### src/rtl/masked_share_encoder.sv
// Two-share Boolean masking front end for the masked AND stage: splits a, b, c
// into shares and supplies fresh rN0/rN1 from a reseedable 32-bit Galois LFSR.
module masked_share_encoder #(
  parameter logic [31:0] SEED   = 32'hACE1_2468,
  parameter int unsigned WARMUP = 16
) (
  input  logic        clk,
  input  logic        rst,
  input  logic        seed_load,
  input  logic [31:0] seed_data,
  input  logic        in_valid,
  output logic        in_ready,
  input  logic        in_a,
  input  logic        in_b,
  input  logic        in_c,
  output logic        out_valid,
  input  logic        out_ready,
  output logic        o_a0,
  output logic        o_a1,
  output logic        o_b0,
  output logic        o_b1,
  output logic        o_c0,
  output logic        o_c1,
  output logic        o_rN0,
  output logic        o_rN1
);

  localparam logic [31:0] POLY       = 32'h8020_0003;
  localparam logic [7:0]  WARMUP_CNT = 8'(WARMUP);

  typedef enum logic [0:0] {
    ST_WARMUP = 1'b0,
    ST_RUN    = 1'b1
  } state_t;

  // One advance = eight unrolled Galois steps, so successive share sets never share state bits.
  function automatic logic [31:0] lfsr_advance(input logic [31:0] s);
    logic [31:0] v;
    v = s;
    for (int i = 0; i < 8; i++) begin
      if (v[0]) begin
        v = {1'b0, v[31:1]} ^ POLY;
      end else begin
        v = {1'b0, v[31:1]};
      end
    end
    return v;
  endfunction

  // Share packing order: {a0, a1, b0, b1, c0, c1, rN0, rN1}.
  function automatic logic [7:0] encode_shares(input logic [31:0] s, input logic a,
                                               input logic b, input logic c);
    return {s[0], a ^ s[0], s[1], b ^ s[1], s[2], c ^ s[2], s[3], s[4]};
  endfunction

  state_t      state_q, state_d;
  logic [7:0]  cnt_q, cnt_d;
  logic [31:0] lfsr_q, lfsr_d;
  logic        valid_q, valid_d;
  logic [7:0]  shares_q, shares_d;
  logic        in_ready_s;
  logic        accept_s;

  // Next-state logic: seed_load overrides everything, then warm-up, then the handshake.
  always_comb begin
    state_d    = state_q;
    cnt_d      = cnt_q;
    lfsr_d     = lfsr_q;
    valid_d    = valid_q;
    shares_d   = shares_q;
    in_ready_s = 1'b0;
    accept_s   = 1'b0;
    if (seed_load) begin
      lfsr_d  = (seed_data == 32'h0000_0000) ? SEED : seed_data;
      cnt_d   = 8'd0;
      state_d = ST_WARMUP;
      valid_d = 1'b0;
    end else begin
      case (state_q)
        ST_WARMUP: begin
          if (cnt_q >= WARMUP_CNT) begin
            state_d = ST_RUN;
          end else begin
            lfsr_d = lfsr_advance(lfsr_q);
            cnt_d  = cnt_q + 8'd1;
            if ((cnt_q + 8'd1) == WARMUP_CNT) begin
              state_d = ST_RUN;
            end else begin
              state_d = ST_WARMUP;
            end
          end
        end
        ST_RUN: begin
          in_ready_s = !valid_q || out_ready;
          accept_s   = in_valid && in_ready_s;
          if (accept_s) begin
            shares_d = encode_shares(lfsr_q, in_a, in_b, in_c);
            valid_d  = 1'b1;
            lfsr_d   = lfsr_advance(lfsr_q);
          end else if (valid_q && out_ready) begin
            valid_d = 1'b0;
          end else begin
            valid_d = valid_q;
          end
        end
        default: begin
          state_d = ST_WARMUP;
          cnt_d   = 8'd0;
          valid_d = 1'b0;
        end
      endcase
    end
  end

  // State and output registers.
  always_ff @(posedge clk or posedge rst) begin
    if (rst) begin
      state_q  <= ST_WARMUP;
      cnt_q    <= 8'd0;
      lfsr_q   <= SEED;
      valid_q  <= 1'b0;
      shares_q <= 8'h00;
    end else begin
      state_q  <= state_d;
      cnt_q    <= cnt_d;
      lfsr_q   <= lfsr_d;
      valid_q  <= valid_d;
      shares_q <= shares_d;
    end
  end

  assign in_ready  = in_ready_s;
  assign out_valid = valid_q;
  assign {o_a0, o_a1, o_b0, o_b1, o_c0, o_c1, o_rN0, o_rN1} = shares_q;

endmodule
### config.mk
export PLATFORM = sky130hd
export DESIGN_NAME = masked_share_encoder
export DESIGN_NICKNAME = d
export VERILOG_FILES = /design/src/rtl/masked_share_encoder.sv
export SDC_FILE = /design/constraint.sdc
export NUM_CORES = 1
export LEC_CHECK = 0
export CAP_MARGIN = 20
export CORE_ASPECT_RATIO = 0.9
export CORE_MARGIN = 3
export CORE_UTILIZATION = 40
export CTS_BUF_LIST = sky130_fd_sc_hd__clkbuf_16
export CTS_CLUSTER_DIAMETER = 120
export DETAILED_ROUTE_END_ITERATION = 10
export GPL_TIMING_DRIVEN = 1
export PLACE_DENSITY = 0.76
export SYNTH_ARGS = -nofsm -noshare
export SYNTH_HDL_FRONTEND = slang
export SYNTH_SLANG_ARGS = --single-unit
### constraint.sdc
create_clock -name clk -period 6.85 [get_ports clk]
set_clock_uncertainty 0.2 [all_clocks]
set_input_delay 2.055 -clock clk [delete_from_list [all_inputs] [get_ports clk]]
set_output_delay 2.055 -clock clk [all_outputs]
set_load 0.005 [all_outputs]
==> results.cfg <==
[drt]
dr_wl_met3_um = 312
vias_per_cell = 5.07
routedLengthMet1_um = 2960
wire_per_inst_um = 15.1
topRoutingLayerUsed = met4
drt-total-wl_um = 5980
drt.antenna.violating_nets = 0
routed-via-count = 2001
post-route-drc-count = 0
drt_iter0_markers = 159
wl_met2_um = 2660
dr.pass1.iters = 6

[floorplan]
die_h_um = 83.2
io_pins = 50
dieArea_um2 = 7640
die_w_um = 91.8
rows = 27
core_area_um2 = 6250
start_util_pct = 42.4

[critical_path]
startpoint_type = input port
arrival_ps = 3410
cpMostUsedCell = clkdlybuf4s50_1
crit_chain = clkdlybuf4s50_1, nor2b_1, nor3b_1, clkdlybuf4s50_1
cpPeakStageDelay_ps = 550
rr_startpoint = lfsr_q[2]$_DFFE_PP0P_
end_kind = primary output
slowest_stage = clkdlybuf4s50_1
required_ps = 4600
crit_start = out_ready
path_max_fanout = 3
worst-setup-path-type = in2out

[global_route]
grt-ovfl-total = 0
gr-usage-all-layers_pct = 16.0
grt_pass1_wl_um = 9910
grt_max_degree = 74
grt_pass1_vias = 1984
antenna_found_initial = 0

[cells_and_area]
syn_to_final_growth_pct = 25.6
layout_common_cells = clkdlybuf4s50_1 (48), dfrtp_1 (37), nor2_1 (29), nand2_1 (26), a21oi_1 (20)
ff_latch_area_um2 = 1270
fill_cells = 583
drive_above_1_share_pct = 13.0
post-route-util_pct = 53.2
antenna_cells = 0
final_common_cell = clkdlybuf4s50_1
multi_input_area_um2 = 1270
nets = 349

[placed_design]
gp_congestion = 0.802
port-buffer-count = 49
detailed_place_hpwl_um = 4230

[clock_network]
clkLatencyLatePin_ps = 290
cts_buffers = 5
clockRootBuffer = clkbuf_16
cts.hold.buffers_added = 0
clk_pin_slew_ps = 60
cts_tree = done
htree_levels = 2
cts_sinks = 50
cts_resized = 0
postCtsSetupRepairBufs = 0
cts_max_path_buffers = 2

[synth]
synth-main-ff-cell = dfrtp_1
synth-seq-area-share_pct = 47.9
syn_avg_cell_area_um2 = 9.96
yosysUniqueCellTypes = 36
syn_inst = 266
synth_edf_count = 0
netlist_area_um2 = 2650
synthArstFlopShare_pct = 100
yosys_warnings = 0
syn_nets = 308
synth_seq_cells = 50

[worst_hold_path]
hp-start = shares_q[2]$_DFFE_PP0P_
min_path_type = reg2reg

[sta]
final_hold_viol_count = 0
rsz0062_at_grt = false
tightest_slew_ps = 877
maxSlewHeadroom_pct = 41.3
fmax_mhz = 176
setup_violations = 0
hold_slack_ps = 284
fin_setup_tns_ps = 0
min_period_ps = 5670
fin_crit_sh_pct = 82.7
drv_slew = 0

[run]
maxCapViolations = 0

[power]
ir_drop_mv = 0.143
power_density_nw_per_um2 = 338
p_leak_nw = 1.41

[outcome]
run_status = finished, final reports clean
-- report_power, final --
| group | internal, W | total [W] | switching (W) |
|---|---|---|---|
| clock network | 0.000134 | 0.000240 | 0.000106 |
| registers | 0.000389 | 0.000447 | 0.0000587 |
| logic | 0.000232 | 0.000438 | 0.000206 |
-- critical path, delay by kind of cell --
kind          cells  cell delay [ps]
simple gates      2              330
buf+inv           2             1020
-- worst paths after layout --
check | cells past startpoint | slack (ps) | endpoint
worst max-delay path | 4 | 1180 | in_ready
worst max register to register | 5 | 4160 | lfsr_q[21]$_DFFE_PP1P_
worst min register to register | 2 | 280 | shares_q[2]$_DFFE_PP0P_
min in group asynchronous | 2 | 1870 | lfsr_q[7]$_DFFE_PP0P_
max in group asynchronous | 3 | 4000 | lfsr_q[10]$_DFFE_PP1P_
worst min-delay path | 2 | 280 | shares_q[2]$_DFFE_PP0P_
-- routing by layer --
layer	global-route usage, %	vias to the layer above
met1	24.2	950
li1	-	995
met3	3.80	4
met4	2.83	0
met5	0	-
met2	23.6	52
-- registers in the layout (all words and copies together) (netlist names) --
register   flops
cnt_q          8
lfsr_q        32
out_valid      1
shares_q       8
state_q        1
-- cell usage after synthesis (4+ instances only) --
cell type  count  area share [%]
nand2_1       26             3.7
o21ai_0       10             1.9
dfrtp_1       37              35
clkbuf_1      10             1.4
a211oi_1       7             2.0
and2_1         7             1.7
nand4_1        4            0.94
xor2_1         7             2.3
nor2_1        29             4.1
a21oi_1       20             3.8
inv_1          5            0.71
o21ai_1       12             2.3
xnor2_1       15             5.0
dfstp_2       13              13
mux2_2         9             3.8
nor2b_1        4            0.94
buf_2          4            0.76
nor4_1         8             1.9
mux2i_1       13             4.9
-- through the flow --
| stage | cell area [um2] | instances | power, W | worst slack (ps) |
|---|---|---|---|---|
| after detailed placement | 3160 | 386 | 0.000888 | 1180 |
| after CTS | 3310 | 394 | 0.00113 | 1170 |
| after global routing | 3330 | 395 | 0.00120 | 1070 |
| final | 3330 | 395 | 0.00113 | 1180 |
| after floorplan | 2650 | 266 | 0.000782 | 2220 |
| after global placement | 3160 | 386 | 0.000874 | 1220 |
-- cell families (layout without fill, tap and decap cells) --
logic type | after synthesis | after routing | share of synthesized area [%]
AO/OA/AOI/OAI | 53 | 53 | 11.7
flip-flops | 50 | 50 | 47.9
multiplexers | 24 | 24 | 9.59
AND/OR/NAND/NOR | 89 | 89 | 15.9
XOR/XNOR | 25 | 25 | 9.73
adder cells (fa/ha/maj) | 2 | 2 | 0.945
buffers and inverters | 23 | 65 | 4.30
-- area by class of cell --
cell class | instances | area share [%]
clock inverters | 3 | 0.527
clock buffers | 5 | 3.76
repair buffers | 52 | 15.7
inverters | 5 | 0.564
flip-flops and latches | 50 | 38.1
well taps | 87 | 3.27
multi-input cells | 193 | 38.1
(Power assumes the default switching activity.)
